--- src/rtl/rl02_pkg.sv ---
// Shared RL02 definitions: drive status word bit positions, the fault mask
// and the status receiver state encoding.
package rl02_pkg;

    localparam int ST_STATE_LSB  = 0;
    localparam int ST_BRUSH_HOME = 3;
    localparam int ST_HEADS_OUT  = 4;
    localparam int ST_COVER_OPEN = 5;
    localparam int ST_HEAD_SEL   = 6;
    localparam int ST_DRIVE_TYPE = 7;
    localparam int ST_DSE        = 8;
    localparam int ST_VC         = 9;
    localparam int ST_WGE        = 10;
    localparam int ST_SPE        = 11;
    localparam int ST_SKTO       = 12;
    localparam int ST_WL         = 13;
    localparam int ST_CHE        = 14;
    localparam int ST_WDE        = 15;

    // Write lock (bit 13) is a drive condition, not an error, so it stays out of the mask.
    localparam logic [15:0] DRIVE_FAULT_MASK = 16'hDF00;

    typedef enum logic [1:0] {
        RX_IDLE,
        RX_WAIT_START,
        RX_SHIFT,
        RX_DONE
    } rx_state_e;

    function automatic logic drive_fault_of(input logic [15:0] word);
        return |(word & DRIVE_FAULT_MASK);
    endfunction

endpackage

--- src/rtl/rl02_status_receiver_bit_sync.sv ---
// Multi-flop synchronizer for a single asynchronous level; STAGES must be at least 2.
// Resets to 0 so the synchronized level reads idle right after reset.
module bit_sync #(
    parameter int STAGES = 2
) (
    input  logic clk_i,
    input  logic rst_i,
    input  logic d_i,
    output logic q_o
);

    logic [STAGES-1:0] sync_q;

    always_ff @(posedge clk_i or posedge rst_i) begin
        if (rst_i) begin
            sync_q <= '0;
        end else begin
            sync_q <= {sync_q[STAGES-2:0], d_i};
        end
    end

    assign q_o = sync_q[STAGES-1];

endmodule

--- src/rtl/rl02_status_receiver.sv ---
// RL02 Get Status receiver: waits for the drive's start bit, shifts in the
// 16-bit status word LSB first on drive_clock rises, and reports timeouts.
module rl02_status_receiver
    import rl02_pkg::*;
#(
    parameter int STATUS_BITS   = 16,
    parameter int TIMEOUT_DCLKS = 64,
    parameter int SYNC_STAGES   = 2
) (
    input  logic                   clk_i,
    input  logic                   rst_i,
    input  logic                   drive_clock_i,
    input  logic                   drive_status_i,
    input  logic                   status_request_i,
    output logic [STATUS_BITS-1:0] status_word_o,
    output logic                   status_valid_o,
    output logic                   status_busy_o,
    output logic                   status_timeout_o,
    output logic                   status_overrun_o,
    output logic                   drive_fault_o,
    output logic                   head_select_o
);

    localparam int TMO_W = (TIMEOUT_DCLKS > 1) ? $clog2(TIMEOUT_DCLKS) : 1;
    localparam int BIT_W = $clog2(STATUS_BITS);
    localparam logic [TMO_W-1:0] TMO_LAST = TMO_W'(TIMEOUT_DCLKS - 1);
    localparam logic [BIT_W-1:0] BIT_LAST = BIT_W'(STATUS_BITS - 1);

    rx_state_e              state_q;
    logic                   drive_clock_q;
    logic                   status_line;
    logic                   dclk_rise;
    logic [BIT_W-1:0]       bit_cnt_q;
    logic [TMO_W-1:0]       tmo_cnt_q;
    logic [STATUS_BITS-1:0] shift_q;
    logic [STATUS_BITS-1:0] status_word_q;
    logic                   valid_q;
    logic                   busy_q;
    logic                   timeout_q;
    logic                   overrun_q;

    bit_sync #(
        .STAGES (SYNC_STAGES)
    ) u_status_sync (
        .clk_i (clk_i),
        .rst_i (rst_i),
        .d_i   (drive_status_i),
        .q_o   (status_line)
    );

    assign dclk_rise = drive_clock_i & ~drive_clock_q;

    // Receiver FSM; a request seen in any non-idle state (including the DONE
    // and timeout exit cycles) is dropped and only recorded as an overrun.
    always_ff @(posedge clk_i or posedge rst_i) begin
        if (rst_i) begin
            state_q       <= RX_IDLE;
            drive_clock_q <= 1'b0;
            bit_cnt_q     <= '0;
            tmo_cnt_q     <= '0;
            shift_q       <= '0;
            status_word_q <= '0;
            valid_q       <= 1'b0;
            busy_q        <= 1'b0;
            timeout_q     <= 1'b0;
            overrun_q     <= 1'b0;
        end else begin
            drive_clock_q <= drive_clock_i;
            valid_q       <= 1'b0;
            timeout_q     <= 1'b0;

            if (status_request_i && (state_q != RX_IDLE)) begin
                overrun_q <= 1'b1;
            end

            case (state_q)
                RX_IDLE: begin
                    if (status_request_i) begin
                        state_q   <= RX_WAIT_START;
                        bit_cnt_q <= '0;
                        tmo_cnt_q <= '0;
                        overrun_q <= 1'b0;
                        busy_q    <= 1'b1;
                    end
                end

                RX_WAIT_START: begin
                    if (dclk_rise) begin
                        if (status_line) begin
                            state_q <= RX_SHIFT;
                        end else if (tmo_cnt_q == TMO_LAST) begin
                            state_q   <= RX_IDLE;
                            timeout_q <= 1'b1;
                            busy_q    <= 1'b0;
                        end else if (tmo_cnt_q != '1) begin
                            tmo_cnt_q <= tmo_cnt_q + TMO_W'(1);
                        end
                    end
                end

                RX_SHIFT: begin
                    if (dclk_rise) begin
                        shift_q   <= {status_line, shift_q[STATUS_BITS-1:1]};
                        bit_cnt_q <= bit_cnt_q + BIT_W'(1);
                        if (bit_cnt_q == BIT_LAST) begin
                            state_q <= RX_DONE;
                        end
                    end
                end

                RX_DONE: begin
                    status_word_q <= shift_q;
                    valid_q       <= 1'b1;
                    busy_q        <= 1'b0;
                    state_q       <= RX_IDLE;
                end

                default: begin
                    state_q <= RX_IDLE;
                end
            endcase
        end
    end

    assign status_word_o    = status_word_q;
    assign status_valid_o   = valid_q;
    assign status_busy_o    = busy_q;
    assign status_timeout_o = timeout_q;
    assign status_overrun_o = overrun_q;
    assign drive_fault_o    = drive_fault_of(status_word_q);
    assign head_select_o    = status_word_q[ST_HEAD_SEL];

endmodule

--- config.mk ---
export PLATFORM = sky130hd
export DESIGN_NAME = rl02_status_receiver
export DESIGN_NICKNAME = d
export VERILOG_FILES = /design/src/rtl/rl02_pkg.sv /design/src/rtl/rl02_status_receiver_bit_sync.sv /design/src/rtl/rl02_status_receiver.sv
export SDC_FILE = /design/constraint.sdc
export NUM_CORES = 1
export LEC_CHECK = 0
export ABC_AREA = 1
export CORE_MARGIN = 4
export CORE_UTILIZATION = 45
export DETAILED_ROUTE_END_ITERATION = 8
export MAX_ROUTING_LAYER = met4
export PLACE_DENSITY = 0.71
export SLEW_MARGIN = 5
export SYNTH_ARGS = -nofsm -noshare
export SYNTH_HDL_FRONTEND = slang
export SYNTH_SLANG_ARGS = --single-unit
--- constraint.sdc ---
create_clock -name clk_i -period 2.45 [get_ports clk_i]
set_clock_uncertainty 0.15 [all_clocks]
set_input_delay 0.3675 -clock clk_i [delete_from_list [all_inputs] [get_ports clk_i]]
set_output_delay 0.3675 -clock clk_i [all_outputs]
set_load 0.01 [all_outputs]
======== Word level (Yosys, flattened, before mapping) ========
Index checks and enable logic that the tools add are counted.
operators by class
  add/sub/neg operators ................... 2
  reductions and logical operators ........ 12
  eq/ne operators ......................... 15
  bitwise operators ....................... 2
  mux-type cells .......................... 29
operators with widths
  cell                                                                      count
  6-bit two-way mux                                                         5
  2-bit inequality test (second input constant)                             8
  1-bit two-way mux                                                         12
  2-bit two-way mux                                                         6
  6-bit one-hot mux with 2 select lines                                     1
  5-bit AND reduction                                                       2
  4-bit two-way mux                                                         2
  2-bit one-hot mux with 4 select lines                                     1
  4-bit one-hot mux with 2 select lines                                     1
  7-bit OR reduction                                                        1
  6-bit by 1-bit adder with 6-bit output (second input constant)            1
  6-bit equality test (second input constant)                               1
  6-bit inequality test (second input constant)                             1
  6-bit AND reduction                                                       1
  2-bit nonzero test                                                        3
  4-bit by 1-bit adder with 4-bit output (second input constant)            1
  2-bit equality test (second input constant)                               2
  4-bit equality test (second input constant)                               1
  3-bit by 2-bit inequality test with 1-bit output (second input constant)  1
  1-bit one-hot mux with 3 select lines                                     1
  3-bit AND reduction                                                       1
  3-bit nonzero test                                                        1
  2-bit by 1-bit equality test with 1-bit output (second input constant)    1
  2-bit logical NOT                                                         1
  other kinds (4)                                                           4
storage, ports and cells
  register bits after elaboration ......... 51
  input port bits ......................... 5
  logic and storage cells ................. 71

======== Logic depth before layout (Yosys ltp) ========
Gate-level depths: netlist of the first run.
  depth after elaboration ................. 6
  gate-level depth with buffers ........... 9
  mapped depth without buffers ............ 9

======== By module ========
From an unflattened synthesis of the first run, not the netlist that was laid out.
second synthesis, totals
  cells, all modules ...................... 247
  area total of the unflattened synthesis .. 2,164.6 um^2
modules (own cells, without submodules)
  module                area an instance (um^2)  times used  cells each  seq. area each (um^2)
  rl02_status_receiver  2,110.8                  1           244         1,226.2
  bit_sync              53.8                     1           3           50.0

======== Least setup slack after synthesis of the first run ========
Ideal clock, no wire load.
  path type ............................... register to register
  start ................................... register tmo_cnt_q[0]
  end ..................................... register tmo_cnt_q[3]
  buffers on the path ..................... 0
  arrival time ............................ 1.176 ns
  slack ................................... 1.008 ns
  clock period less this slack ............ 1.442 ns
  cell stages (with the launch flop) ...... 10
  setup time .............................. 0.116 ns
  data required time ...................... 2.184 ns
  cells stage by stage .................... dfrtp_1 -> ha_1 -> nand2_1 -> nor2_1 -> nand2_1 -> nor2_2 -> nor2_4 -> inv_2 -> nand2_1 -> nand2_1
between the ends
  cells in the longest elaborated chain, start to end .. 6
  elaborated cells on any way between the ends .. 11
ends and longest elaborated chain
  item                                    line                        text
  start: declaration                      rl02_status_receiver.sv:34  logic [TMO_W-1:0] tmo_cnt_q;
  start signal: assignment                rl02_status_receiver.sv:96  tmo_cnt_q <= tmo_cnt_q + TMO_W'(1);
  6-bit by 1-bit adder with 6-bit output  rl02_status_receiver.sv:96
  6-bit two-way mux                       rl02_status_receiver.sv:95  end else if (tmo_cnt_q != '1) begin
  6-bit two-way mux                       rl02_status_receiver.sv:91  end else if (tmo_cnt_q == TMO_LAST) begin
  6-bit two-way mux                       rl02_status_receiver.sv:89  if (status_line) begin
  6-bit two-way mux                       rl02_status_receiver.sv:88  if (dclk_rise) begin
  6-bit one-hot mux with 2 select lines   rl02_status_receiver.sv:76  case (state_q)
Several ways; a longest one is shown, not always the timed one. The select of a mux whose other input is x is not followed.
A chain may end at the register's enable or synchronous reset.

======== Final worst setup path of the first run ========
  start ................................... register status_word_q[8], in the netlist status_word_o[8]
  end ..................................... output drive_fault_o
between the ends
  cells in the longest elaborated chain, start to end .. 1
ends and longest elaborated chain
  item                      line                         text
  start: declaration        rl02_status_receiver.sv:36   logic [STATUS_BITS-1:0] status_word_q;
  start signal: assignment  rl02_status_receiver.sv:112  status_word_q <= shift_q;
  7-bit OR reduction        rl02_pkg.sv:31               return |(word & DRIVE_FAULT_MASK);
  end: declaration          rl02_status_receiver.sv:20   output logic drive_fault_o,
No other way between the ends.

==> results.md, run 1 <==
* Worst hold path class: flop to flop
* Die W at 78.27 um
* Final hold vios at 0
* Postcts setup bufs at 0
* Ys Warns at 0
* Critical path arrival at 1540 ps
* Status: finished clean
* Worst setup path class: flop to output port
* Number of synthesized register bits at 51
* Post-synthesis cell area at 2222 um2
* Reg2reg end: bit_cnt_q[1]$_DFFE_PP0P_
* H-tree Lvls at 2
* Worst Path Max Fanout at 3
* DP HPWL at 2627 um
* Maximum VDD drop at 0.0004011 V
* CP Launch Type: flop
* Antenna fix cells at 0
* Final count of pins violating max slew at 0
* Post-Place Cells at 337
* Final Cell Area at 2665 um2
* CTS Buffer Depth at 2
* Power Total at 2.495 mW
* Via/cell ratio at 4.672
* Final WL at 3769 um
* Antenna Nets Post-Route at 0
* Slowest cell on the critical path: clkdlybuf4s50_1
* Distinct cells, synth at 24
* Critical Path, Cell by Cell: nor4_1 > nand2_1 > clkdlybuf4s50_1
* HP Start: u_status_sync.sync_q[0]$_DFF_PP0_
* Placer Congestion at 0.8443
* Reg2reg start: state_q[0]$_DFFE_PP0P_
* CP delay by family, top: buffers and inverters
* Total GRT Usage at 14.22%
* Layout cell share with drive strength beyond 1 at 11.51%
* R2R setup slack at 790 ps
* Slowest cell delay on critical path at 480 ps
* CTS buffer count at 5
* Hold WS at 212.8 ps
* Row cnt at 25
* Cells after Synth at 249
* Final period utilization at 84.10%
* Final core utilization at 56.05%
* Placed inst area at 2552 um2
* RSZ-0062 raised after global routing: no
* Core ar. at 4755 um2
* Leakage at 1.255 nW
* Hold path cells at 0
* Vias at 1,612
* Max transition margin at 68.30%
* Mapped Avg Cell Area at 8.924 um2
* Starting Density at 46.74%
* Hold-fix buffers at CTS at 0
* Syn Nets at 256
* Iteration-0 DRC Markers at 110
* Setup ws final at 389.5 ps
* Die area at 6126 um2
* Remaining global-route overflow at 0
* Drt first pass iters at 4
* P&R area growth vs syn at 19.93%
* Dpl ws at 417.1 ps
* WP data required at 1930 ps
* Drc violations at 0
* R2R cell count at 6
* Initial antenna violation count at 0
* Worst skew pair latency at 300 ps
* Largest net degree at the start of global routing at 33
* Fillers at 424
* Fmax at 485.3 MHz
* Root Buffer: clkbuf_8
* Seq/Total Area, Yosys at 57.43%
* TNS Setup at 0 ps
* # nets final at 284
* CTS sink count at 51
* First-pass GRT wire length at 6741 um
* Minimum clock period after layout at 2061 ps
* Hold endpoint: u_status_sync.sync_q[1]$_DFF_PP0_
* I/O Pins at 27
* CP Buf/Inv Count at 1
* WL/cell at 10.92 um
* CTS resizes at 0
* Worst-margin pin slew at 474.7 ps
* Fin cells at 345
* # setup viols final at 0
* Clock transition at path regs at 90 ps
* Maxcap violations at 0
* Vias in the first global route at 1,512
* PwrDens at 936.0 nW/um2
* Worst setup EP type: output port
* Port bufs at 26
* CTS tree: built
* Die H at 78.27 um
[sequential cells by signal (all words and copies together) (netlist names), named ones only]
name	cells
bit_cnt_q	4
drive_clock_q	1
status_word_o	16
state_q	1
status_valid_o	1
u_status_sync.sync_q	2
shift_q	16
status_timeout_o	1
status_busy_o	1
tmo_cnt_q	6
[how the worst max path moves through the flow]
stage                                       from  depth (start not counted)  slack, ps                       end
CTS                 status_word_o[8]$_DFFE_PP0P_                          3        360             drive_fault_o
floorplan                                  rst_i                          1        700                 async pin
global route        status_word_o[8]$_DFFE_PP0P_                          3        230             drive_fault_o
global placement                   drive_clock_i                          7        460  bit_cnt_q[0]$_DFFE_PP0P_
finish              status_word_o[8]$_DFFE_PP0P_                          3        390             drive_fault_o
detailed placement                 drive_clock_i                          8        420  bit_cnt_q[1]$_DFFE_PP0P_
[layer usage]
layer	track usage (%)	up-vias	share of wire, %
met5	-	-	0
met4	5.769	0	1.8
met3	3.211	7	3.2
met2	21.49	22	47
met1	18.69	750	48
li1	-	833	-
[cell families (layout without fill, tap and decap cells)]
family	after synthesis	in the layout	share of synthesized area, %
DFF	51	51	57.43
and+or+nand+nor	112	112	21.68
adders and majority gates	2	2	1.126
xor gates and xnor gates	3	3	1.183
buffers and inverters	43	72	8.671
AOI/OAI and AO/OA	38	38	9.910
[cell usage in the layout, fill, tap and decap left out]
master           count
nand2_1             73
dfrtp_1             51
inv_1               32
clkdlybuf4s50_1     26
o21ai_0             17
nor2_1              14
nand3_1             11
o21ai_1             11
o21ai_2              8
clkbuf_8             5
nand2_2              4
inv_2                3
xnor2_1              3
nor2_2               3
a21oi_1              2
nor2_4               2
nor4_1               2
ha_1                 2
buf_12               2
nand3_2              1
nand4_1              1
nor3_1               1
clkinv_2             1
bufinv_16            1
clkinv_4             1
buf_4                1
[cell type report]
| cell class | count | area (um2) | share of cell area [%] |
|---|---|---|---|
| flip-flops and latches | 51 | 1276 | 47.89 |
| multi-input cells | 155 | 753.2 | 28.26 |
| repair buffers | 29 | 307.8 | 11.55 |
| inverters | 35 | 131.4 | 4.930 |
| well taps | 67 | 83.83 | 3.146 |
| clock buffers | 5 | 68.82 | 2.582 |
| clock inverters | 3 | 43.79 | 1.643 |
[Yosys cell counts]
library cell | number | area (um2)
inv_1 | 33 | 123.9
nor3_1 | 1 | 5.000
dfrtp_1 | 51 | 1276
o21ai_2 | 8 | 70.07
buf_4 | 1 | 7.510
o21ai_1 | 11 | 55.05
nor2_1 | 14 | 52.55
buf_6 | 2 | 22.52
buf_8 | 1 | 15.01
nor2_2 | 3 | 18.77
nand2_1 | 73 | 274.0
inv_2 | 2 | 7.510
o21ai_0 | 17 | 85.08
xnor2_1 | 3 | 26.28
nand4_1 | 1 | 6.260
a21oi_1 | 2 | 10.01
nand2_2 | 4 | 25.02
nor4_1 | 2 | 12.51
clkbuf_2 | 1 | 5.000
clkbuf_1 | 3 | 11.26
ha_1 | 2 | 25.02
nand3_1 | 11 | 55.05
nand3_2 | 1 | 10.01
nor2_4 | 2 | 22.52
[power breakdown]
| group | switching, mW | internal [mW] |
|---|---|---|
| clock | 0.273 | 0.304 |
| combinational | 0.452 | 0.347 |
| sequential | 0.120 | 0.998 |
| total | 0.845 | 1.65 |
No activity file was read; power rests on OpenSTA's default activity.
==> run 2: changes to the inputs <==
==> constraint.sdc (replaced) <==
create_clock -name clk_i -period 2.1 [get_ports clk_i]
set_clock_uncertainty 0.15 [all_clocks]
set_input_delay 0.315 -clock clk_i [delete_from_list [all_inputs] [get_ports clk_i]]
set_output_delay 0.315 -clock clk_i [all_outputs]
set_load 0.01 [all_outputs]
==> run 2 against run 1 <==
Critical path depth is the same. Count of clock-buffer cells in the layout increased by 1. Via count shrank 1.6%. First-iteration DRC count up 14%. Sequential power up 17%. Critical endpoint unchanged. Worst hold slack worse by 68 ps. Clock power is 0.7% higher. Routed wire length down 3.4%. Sequential share of layout area rose by 0.090 points.
==> results.md, run 2 (synthesis gave the netlist of run 1 again) <==
* Critical Path, Cell by Cell: nor4_2 > nand2_1 > dlymetal6s2s_1
* WL/cell at 10.55 um
* Iteration-0 DRC Markers at 125
* Post-Place Cells at 337
* Worst setup EP type: output port
* Final count of pins violating max slew at 0
* Layout cell share with drive strength beyond 1 at 11.87%
* Max transition margin at 77.01%
* Placer Congestion at 0.8516
* Die W at 78.27 um
* Maximum VDD drop at 0.0005194 V
* Final period utilization at 81.40%
* Core ar. at 4755 um2
* Drt first pass iters at 4
* Starting Density at 46.74%
* I/O Pins at 27
* First-pass GRT wire length at 6624 um
* Logic pwr share at 33.0%
* Maxcap violations at 0
* Final WL at 3641 um
* CTS sink count at 51
* CTS buffer count at 5
* Commonest non-fill, non-tap cell in the layout: nand2_1
* Final hold vios at 0
* Fin cells at 345
* Slowest cell delay on critical path at 410 ps
* Fmax at 585.0 MHz
* Worst skew pair latency at 300 ps
* Worst-margin pin slew at 344.3 ps
* Worst setup path class: flop to output port
* Most frequent cells in the layout: nand2_1, dfrtp_1, inv_1
* Slowest cell on the critical path: dfrtp_1
* Initial antenna violation count at 0
* WP data required at 1630 ps
* # setup viols final at 0
* Minimum clock period after layout at 1709 ps
* Clk network pwr share at 20.6%
* Antenna Nets Post-Route at 0
* Die area at 6126 um2
* Remaining global-route overflow at 0
* P_sw at 0.9816 mW
* CP Launch Type: flop
* PwrDens at 1061 nW/um2
* Clock transition at path regs at 90 ps
* RSZ-0062 raised after global routing: no
* Largest net degree at the start of global routing at 38
* # nets final at 284
* Drc violations at 0
* CTS Buffer Depth at 2
* Antenna fix cells at 0
* Flop pwr share at 46.4%
* Total GRT Usage at 14.00%
* Die H at 78.27 um
* Root Buffer: clkbuf_8
* Vias in the first global route at 1,554
* Row cnt at 25
* Critical path arrival at 1240 ps
* TNS Setup at 0 ps
* Sw frac at 34.79%
* Via/cell ratio at 4.597
* Hold-fix buffers at CTS at 0
* Status: finished clean
* Design internal power at 1.840 mW
* Port bufs at 26
* CTS tree: built
* DP HPWL at 2564 um
* P&R area growth vs syn at 19.71%
* Postcts setup bufs at 0
* H-tree Lvls at 2
* Leakage at 1.254 nW
* Vias at 1,586
* Worst hold path class: primary input to async pin
* Worst Path Max Fanout at 3
## run 2: power groups by stage
stage / combinational (mW) / sequential, mW / clock (mW)
floorplan: 0.576 / 1.34 / 0
global placement: 0.922 / 1.32 / 0
detailed placement: 0.930 / 1.32 / 0
CTS: 0.937 / 1.31 / 0.609
global route: 1.06 / 1.34 / 0.648
finish: 0.930 / 1.31 / 0.582
## run 2: routing by layer
layer / vias up / GRT usage (%) / share of wire [%]
met3: 5 / 2.179 / 3.2
met1: 729 / 17.44 / 48
met5: - / - / 0
met4: 0 / 6.818 / 1.1
met2: 22 / 22.43 / 47
li1: 830 / - / -
## run 2: worst max-delay path: cells and delay by family (launching register included)
kind	cells	cell delay [ps]
simple gates	2	350
flops	1	410
buf+inv	1	180
## run 2: final cells by class
| class | count | area, um2 |
|---|---|---|
| flip-flops and latches | 51 | 1276 |
| clock buffers | 6 | 82.58 |
| multi-input cells | 155 | 759.5 |
| repair buffers | 29 | 310.3 |
| fillers | 439 | 2095 |
| clock inverters | 2 | 16.27 |
| well taps | 67 | 83.83 |
| inverters | 35 | 131.4 |
## run 2: path summary, 6_finish.rpt
kind                                              startpoint                                 to  slack, ps  cells past startpoint
max                             status_word_o[8]$_DFFE_PP0P_                      drive_fault_o        390                      3
min                                                    rst_i             state_q[0]$_DFFE_PP0P_        150                      2
max reg2reg                         tmo_cnt_q[0]$_DFFE_PP0P_           tmo_cnt_q[3]$_DFFE_PP0P_        490                      9
min reg2reg                u_status_sync.sync_q[0]$_DFF_PP0_  u_status_sync.sync_q[1]$_DFF_PP0_        210                      0
max in group asynchronous                              rst_i            shift_q[14]$_DFFE_PP0P_       1160                      3
min in group clk_i         u_status_sync.sync_q[0]$_DFF_PP0_  u_status_sync.sync_q[1]$_DFF_PP0_        210                      0
## run 2: repair_timing
action                                  CTS  global route
hold endpoints to repair                  0             0
resized for setup                         0             2
endpoints found under the setup margin    0             1
## run 2: through the flow
| stage | hold WS [ps] | instance area (um2) | utilization (%) | power [mW] | setup slack, ps |
|---|---|---|---|---|---|
| floorplan | 181.2 | 2222 | - | 1.916 | 405.5 |
| global placement | 185.6 | 2552 | 53.68 | 2.240 | 331.0 |
| detailed placement | 197.2 | 2552 | 53.68 | 2.253 | 297.7 |
| CTS | 153.8 | 2651 | 55.76 | 2.851 | 58.76 |
| global route | 186.0 | 2660 | 55.95 | 3.047 | 266.0 |
| finish | 145.1 | 2660 | 55.95 | 2.821 | 390.6 |
